[config.mk]
export PLATFORM = sky130hd
export DESIGN_NAME = sd_image_server
export DESIGN_NICKNAME = d
export VERILOG_FILES = /design/src/rtl/sd_image_server.sv
export SDC_FILE = /design/constraint.sdc
export NUM_CORES = 1
export LEC_CHECK = 0
export ABC_CLOCK_PERIOD_IN_PS = 3600
export BUFFER_PORTS_ARGS = -buffer_cell sky130_fd_sc_hd__buf_2
export CORE_UTILIZATION = 45
export DETAILED_ROUTE_END_ITERATION = 8
export PLACE_DENSITY = 0.83
export RECOVER_POWER = 100
export SLEW_MARGIN = 40
export SYNTH_ARGS = -nofsm -noshare
export SYNTH_HDL_FRONTEND = slang
export SYNTH_SLANG_ARGS = --single-unit
[constraint.sdc]
create_clock -name clk_sys -period 3.6 [get_ports clk_sys]
set_input_delay 0.72 -clock clk_sys [delete_from_list [all_inputs] [get_ports clk_sys]]
set_output_delay 0.72 -clock clk_sys [all_outputs]
set_load 0.02 [all_outputs]
[src/rtl/sd_image_server.sv]
// sd_image_server: responder for the u765 sector-buffer interface.
// Serves 512-byte sector reads/writes from disk images held in a
// byte-wide SDRAM port. One byte moves per memory handshake; sectors
// beyond the image size read as 8'hFF and discard writes.
module sd_image_server #(
    parameter int                MEM_AW = 23,
    parameter logic [MEM_AW-1:0] BASE0  = 23'h400000,
    parameter logic [MEM_AW-1:0] BASE1  = 23'h600000
) (
    input  logic              clk_sys,
    input  logic              reset_n,
    input  logic [31:0]       img_size0,
    input  logic [31:0]       img_size1,
    input  logic [31:0]       sd_lba,
    input  logic [1:0]        sd_rd,
    input  logic [1:0]        sd_wr,
    output logic              sd_ack,
    output logic [8:0]        sd_buff_addr,
    output logic [7:0]        sd_buff_dout,
    input  logic [7:0]        sd_buff_din,
    output logic              sd_buff_wr,
    output logic [MEM_AW-1:0] mem_addr,
    output logic              mem_rd,
    output logic              mem_wr,
    output logic [7:0]        mem_dout,
    input  logic [7:0]        mem_din,
    input  logic              mem_ready
);

    localparam logic [2:0] S_IDLE      = 3'd0;
    localparam logic [2:0] S_ACK       = 3'd1;
    localparam logic [2:0] S_RD_REQ    = 3'd2;
    localparam logic [2:0] S_RD_PUT    = 3'd3;
    localparam logic [2:0] S_WR_ADDR   = 3'd4;
    localparam logic [2:0] S_WR_SETTLE = 3'd5;
    localparam logic [2:0] S_WR_REQ    = 3'd6;
    localparam logic [2:0] S_DONE      = 3'd7;

    logic [2:0]        state;
    logic              is_wr;
    logic              oob;
    logic [MEM_AW-1:0] start;
    logic [8:0]        idx;

    logic              req_any;
    logic              pick1;
    logic              pick_wr;
    logic [31:0]       pick_size;
    logic [MEM_AW-1:0] pick_base;
    logic [40:0]       lba_bytes;
    logic [MEM_AW-1:0] start_nxt;

    // Request arbitration: drive 0 beats drive 1, read beats write.
    always_comb begin
        pick1     = !(sd_rd[0] | sd_wr[0]);
        pick_wr   = pick1 ? !sd_rd[1] : !sd_rd[0];
        pick_size = pick1 ? img_size1 : img_size0;
        pick_base = pick1 ? BASE1 : BASE0;
    end

    assign req_any   = |(sd_rd | sd_wr);
    // 41-bit byte offset so a large lba can never wrap below the image size.
    assign lba_bytes = {sd_lba, 9'b0};
    // Only lba[13:0] forms the address; the sum wraps inside the memory space.
    assign start_nxt = pick_base + MEM_AW'({sd_lba[13:0], 9'b0});

    // idx wraps 511 -> 0 on the final byte, so the buffer address reads 0
    // again in DONE and IDLE without extra logic.
    assign sd_buff_addr = idx;
    assign mem_addr     = start + MEM_AW'(idx);
    assign sd_ack       = (state != S_IDLE) && (state != S_DONE);
    assign mem_rd       = (state == S_RD_REQ) && !oob;
    assign mem_wr       = (state == S_WR_REQ) && !oob;
    assign sd_buff_wr   = (state == S_RD_PUT);

    // Transfer sequencer: accept, then shuttle one byte per loop until 512 done.
    always_ff @(posedge clk_sys or negedge reset_n) begin
        if (!reset_n) begin
            state        <= S_IDLE;
            is_wr        <= 1'b0;
            oob          <= 1'b0;
            start        <= '0;
            idx          <= '0;
            sd_buff_dout <= '0;
            mem_dout     <= '0;
        end else begin
            case (state)
                S_IDLE: begin
                    if (req_any) begin
                        is_wr <= pick_wr;
                        oob   <= (lba_bytes >= {9'b0, pick_size});
                        start <= start_nxt;
                        idx   <= '0;
                        state <= S_ACK;
                    end
                end
                S_ACK: state <= is_wr ? S_WR_ADDR : S_RD_REQ;
                S_RD_REQ: begin
                    if (oob) begin
                        sd_buff_dout <= 8'hFF;
                        state        <= S_RD_PUT;
                    end else if (mem_ready) begin
                        sd_buff_dout <= mem_din;
                        state        <= S_RD_PUT;
                    end
                end
                S_RD_PUT: begin
                    idx   <= idx + 9'd1;
                    state <= (idx == 9'd511) ? S_DONE : S_RD_REQ;
                end
                S_WR_ADDR: state <= S_WR_SETTLE;
                S_WR_SETTLE: begin
                    // Buffer data lags the address by one cycle.
                    mem_dout <= sd_buff_din;
                    state    <= S_WR_REQ;
                end
                S_WR_REQ: begin
                    if (oob || mem_ready) begin
                        idx   <= idx + 9'd1;
                        state <= (idx == 9'd511) ? S_DONE : S_WR_ADDR;
                    end
                end
                default: state <= S_IDLE;
            endcase
        end
    end

endmodule

* After elaboration in Yosys (flattened, before gate mapping)
Cells that the tools add are included.
W data, S select, Z words.
** Storage, ports and cells
- Register bits after elaboration :: 53
- Memories :: 0
- Bits in latches :: 0
- Word-level logic and storage cells :: 56
- RAM bits :: 0
- Memory bits (read-only) :: 0
** Cells by class
- Magnitude comparators :: 1
- Multipliers :: 0
- Reduce and logical (&&, ||, !) cells :: 16
- Muxes and demuxes :: 16
- Add/sub/neg operators :: 3
- Equality and inequality tests :: 11
- Bitwise operators :: 2
- Shift-type cells :: 0
- Divide/modulo/power cells :: 0
** Operators with widths (count)
- $ge A41 B32 Y1 :: 1
- $mux W32 :: 1
- $pmux W9 S3 :: 1
- $add A23 B23 Y23 :: 1
- $add A23 B9 Y23 :: 1
- $mux W22 :: 1
- $pmux W3 S7 :: 1
- $mux W3 :: 6
- $mux W9 :: 2
- $mux W8 :: 2
- $add A9 B1 Y9 const B :: 1
- $eq A3 B3 Y1 const B :: 3
- $eq A9 B9 Y1 const B :: 1
- $eq A3 B2 Y1 const B :: 2
- $ne A3 B3 Y1 const B :: 2
- $reduce_and A3 Y1 :: 2
- $reduce_bool A3 Y1 :: 2
- $reduce_and A2 Y1 :: 2
- $eq A3 B1 Y1 const B :: 1
- $logic_and A1 B1 Y1 :: 3
- $logic_not A1 Y1 :: 3
- $logic_not A3 Y1 :: 1
- $mux W2 :: 1
- $ne A2 B1 Y1 const B :: 1
- 7 further kinds :: 7

* Logic depth before layout (Yosys ltp)
- Word-level depth :: 4
- Depth in mapped cells :: 9
- Gate-level depth less buffers :: 9

* Least setup slack after synthesis
Ideal clock, no wire load.
- Kind :: input -> register
- Start :: in sd_rd[0]
- End :: reg oob
- Data arrival time :: 2.563 ns
- Stages on the path :: 8
- Data required time :: 3.469 ns
- Path buffers :: 1
- Slack :: 0.907 ns
- Library setup time :: 0.131 ns
- Cell sequence :: nor2_2 > buf_2 > mux2i_1 > ha_1 > a21o_1 > a2111oi_0 > a31oi_1 > nand3b_1
** On the way
- Longest elaborated chain between the ends :: 3
- Elaborated cells between the ends (all ways) :: 6
- Those cells by class :: order compare: 1; mux: 1; bitwise: 2; reduce/logical: 2
** RTL lines
- start: declaration :: RTL line 15 : input logic [1:0] sd_rd,
- $or A1 B1 Y1 or $or A2 B2 Y2 (tied branches) :: RTL line 55, 61
- $mux W32 or $reduce_or A2 Y1 (tied branches) :: RTL line 57, 61
- $ge A41 B32 Y1 or $reduce_and A2 Y1 (tied branches)
- end signal: assignment :: RTL line 91 : oob <= (lba_bytes >= {9'b0, pick_size});
- end: declaration :: RTL line 41 : logic oob;
Several ways; a longest one is shown, not always the timed one.
A chain may end at the register's enable or synchronous reset.

* Worst setup path after layout
- Start :: reg state[1]
- End :: reg idx[5] (netlist: sd_buff_addr[5])
** On the way
- Longest elaborated chain between the ends :: 3
- Elaborated cells between the ends (all ways) :: 8
- Those cells by class :: eq/ne: 4; mux: 1; reduce/logical: 3
** RTL lines
- start: declaration :: RTL line 39 : logic [2:0] state;
- start signal: assignment :: RTL line 97 : S_ACK: state <= is_wr ? S_WR_ADDR : S_RD_REQ;
- start signal: assignment :: RTL line 109 : state <= (idx == 9'd511) ? S_DONE : S_RD_REQ;
- start signal: assignment :: RTL line 120 : state <= (idx == 9'd511) ? S_DONE : S_WR_ADDR;
- $eq A3 B3 Y1, or another cell as far along :: RTL line 87 : case (state)
- $ne A2 B1 Y1 (no source line), or another cell as far along
- $reduce_and A3 Y1 (no source line)
- end signal: assignment :: RTL line 108 : idx <= idx + 9'd1;
- end signal: assignment :: RTL line 119 : idx <= idx + 9'd1;
- end: declaration :: RTL line 43 : logic [8:0] idx;
Several ways; a longest one is shown, not always the timed one.

==> key figures <==
Run status
  – Status: finished with violations
  – Failing checks: capacitance limit, slew limit

Route
  – DRT Wirelength: 7.63 mm
  – Initial DRC count: 45
  – Via count: 2,861
  – Remaining antenna violation count after routing: 0
  – Vias per inst: 5.24
  – 1st-pass router iterations: 4
  – Wire length per cell: 14.0 µm
  – DRC Markers: 0

Clock network
  – Maximum clock path buffer count: 2
  – CTS Buf Count: 5
  – Worst skew pair latency: 0.30 ns
  – H-Tree Depth: 2
  – Clock root buffer: clkbuf_8
  – CTS tree: yes
  – Post-CTS Hold Buffers: 0
  – Post-CTS Resized: 0
  – Post-CTS setup buffers: 0
  – Worst-path clk slew: 0.09 ns
  – Clk sinks: 44

Yosys
  – Synth Area in Simple Gates: 20.7%
  – Sequential fraction of the synthesis area: 38.3%
  – Number of flops mapped to enable cells by yosys: 0
  – Largest family of logic cells by synthesized area: simple AND/OR/NAND/NOR gates
  – Synth Area in Adders: 11.3%
  – Post-synth top flop: dfrtp_1
  – FF+latch count, synth: 44
  – Ys Warns: 0
  – Syn avg cell area: 9.25 µm²
  – Synth cell types: 44
  – Synth area leaders: dfrtp_1, ha_1, mux2i_1
  – Most common cell in the synthesized netlist: nand2_1
  – Cells after synthesis: 311
  – Synthesized Nets: 456
  – Async set or reset register ratio after synthesis: 100%
  – Compound-cell area share of the yosys netlist: 11.5%
  – Share of Yosys cell area claimed by the top area cell type: 38.3%
  – Xor and xnor area share after synthesis: 1.83%
  – Yosys top cell by area: dfrtp_1
  – Mux contribution to synthesized area: 11.1%
  – Most instantiated cells after synthesis: nand2_1, dfrtp_1, nor2_1
  – Cell Area, Synth: 2880 µm²

Cells and area
  – Layout cell share with drive strength beyond 1: 29.5%
  – Layout Cells excl Fill: 546
  – Ant. Diodes: 0
  – Nets: 615
  – Area grow syn2layout: 29.4%

Pwr
  – Cell leakage power: 0.00188 µW
  – Power per Cell Area: 344 nW/µm²
  – VDD IR-drop max: 0.000274 V

Place
  – DP Cell Count: 538
  – PortBufs: 170
  – Detail Placement HPWL: 6.17 mm
  – GPL Wtd Cong: 0.885

STA
  – Max_slew headroom: -58.2%
  – F_max: 0.369 GHz
  – Max Slew Vio Count: 69
  – RSZ-0062 raised after global routing: false
  – Min Tclk post-route: 2.71 ns
  – Final Hold Viols: 0
  – Sum of negative setup slack: 0 ns
  – Final setup fails: 0
  – Worst slew pin tran: 2.37 ns
  – Skew final: 0.00681 ns
  – Final Cycle Share: 75.3%

Global routing
  – Vias in the first global route: 2,629
  – First-pass GRT wire length: 11.5 mm
  – Grt total ovfl: 0
  – Initial antenna violation count: 0
  – Largest net degree at the start of global routing: 45
  – Total GRT Usage: 22.6%

Floorplanning
  – I/O pin cnt: 171
  – Starting Density: 47.5%
  – Die Ht: 82.0 µm
  – Die Width: 82.0 µm
  – Cell Rows: 28
  – Full die area: 6720 µm²
  – Core Box Area: 6060 µm²

Setup path
  – CP Launch Type: flip-flop
  – Crit path required time: 3.78 ns
  – CP Class: flip-flop to flip-flop
  – Crit Path Max Fanout: 23
  – Crit end category: flip-flop
  – CP arrival: 2.89 ns

Run
  – Max-cap check violation count: 2

Hold path
  – Hold crit path type: flip-flop to flip-flop
layer usage:
metal / track usage (%) / wire [µm] / vias up
li1: - / - / 1412
met1: 25.0 / 3030 / 1319
met2: 42.4 / 3990 / 114
met3: 4.22 / 435 / 16
met4: 8.42 / 170 / 0
met5: 0 / 0 / -
layout by cell type, fill, tap and decap left out, types with 2 or more instances in the layout:
| master | netlist | layout |
|---|---|---|
| o31a_1 | 2 | 2 |
| a31oi_1 | 2 | 2 |
| clkinvlp_4 | 0 | 2 |
| mux2_2 | 8 | 8 |
| a21oi_1 | 22 | 22 |
| xor2_1 | 6 | 6 |
| nor4_1 | 5 | 5 |
| inv_1 | 4 | 4 |
| clkbuf_8 | 0 | 5 |
| a21o_1 | 4 | 4 |
| buf_4 | 9 | 2 |
| nand3_1 | 11 | 11 |
| and3_1 | 2 | 2 |
| nand3b_1 | 2 | 2 |
| nand4_1 | 8 | 8 |
| nor2_1 | 32 | 32 |
| o21ai_0 | 10 | 11 |
| clkbuf_1 | 2 | 55 |
| buf_2 | 7 | 116 |
| mux2i_1 | 23 | 23 |
| ha_1 | 26 | 26 |
| dfrtp_1 | 44 | 44 |
| nor3_1 | 3 | 4 |
| nand2_1 | 53 | 53 |
| nand2b_1 | 4 | 4 |
critical path: stages (launching register included):
cell     delay [ns]
dfrtp_1        0.59
nor3_4         0.26
nor2b_1        1.23
a21oi_1        0.18
o21ai_0        0.22
o21ai_0        0.10
final timing paths:
kind / start / endpoint / slack (ns) / depth (start not counted)
hold / removal: start[15] / start[15] / 0.49 / 2
setup reg to reg: state[1] / sd_buff_addr[5] / 0.89 / 5
max in group asynchronous: reset_n / oob / 1.12 / 1
min in group asynchronous: reset_n / state[2] / 1.14 / 1
hold reg to reg: start[15] / start[15] / 0.49 / 2
setup / recovery: state[1] / sd_buff_addr[5] / 0.89 / 5
flip-flops by register name, indices dropped and copies added, names as in the netlist:
name	cells
oob	1
sd_buff_addr	9
state	3
is_wr	1
sd_buff_dout	8
start	14
mem_dout	8
area by class of cell:
class	instances	area, µm²
clock buffer	5	68.8
clock inverter	3	23.8
fill	585	2340
inverter	4	15.0
multi-input combinational	242	1620
sequential	44	1100
tap	75	93.8
timing repair buffer	173	802
metrics by stage:
step           setup slack [ns]  hold WS, ns  power [µW]  instance area [µm²]  util (%)
2_1_floorplan             0.907        0.424         848                 2880         -
3_3_place_gp              0.764        0.455         980                 3710      61.2
3_5_place_dp              0.653        0.458         996                 3720      61.5
4_1_cts                   0.971        0.423        1320                 3820      63.0
5_1_grt                   0.448        0.501        1360                 3720      61.5
6_report                  0.889        0.486        1280                 3720      61.5
kinds of logic (layout without fill, tap and decap cells):
family | Yosys count | in the layout
and+or+nand+nor | 128 | 128
AOI/OAI and AO/OA | 51 | 51
DFF | 44 | 44
muxes | 31 | 31
adders and majority gates | 26 | 26
buffers and inverters | 25 | 185
xor gates and xnor gates | 6 | 6
power breakdown:
part           total (µW)  switching (µW)  leakage, µW  internal, µW
clock network         315             178    0.0000404           138
registers             584            47.6     0.000553           536
logic                 381             231      0.00128           150
total                1280             457      0.00188           823
(Power assumes the default switching activity.)
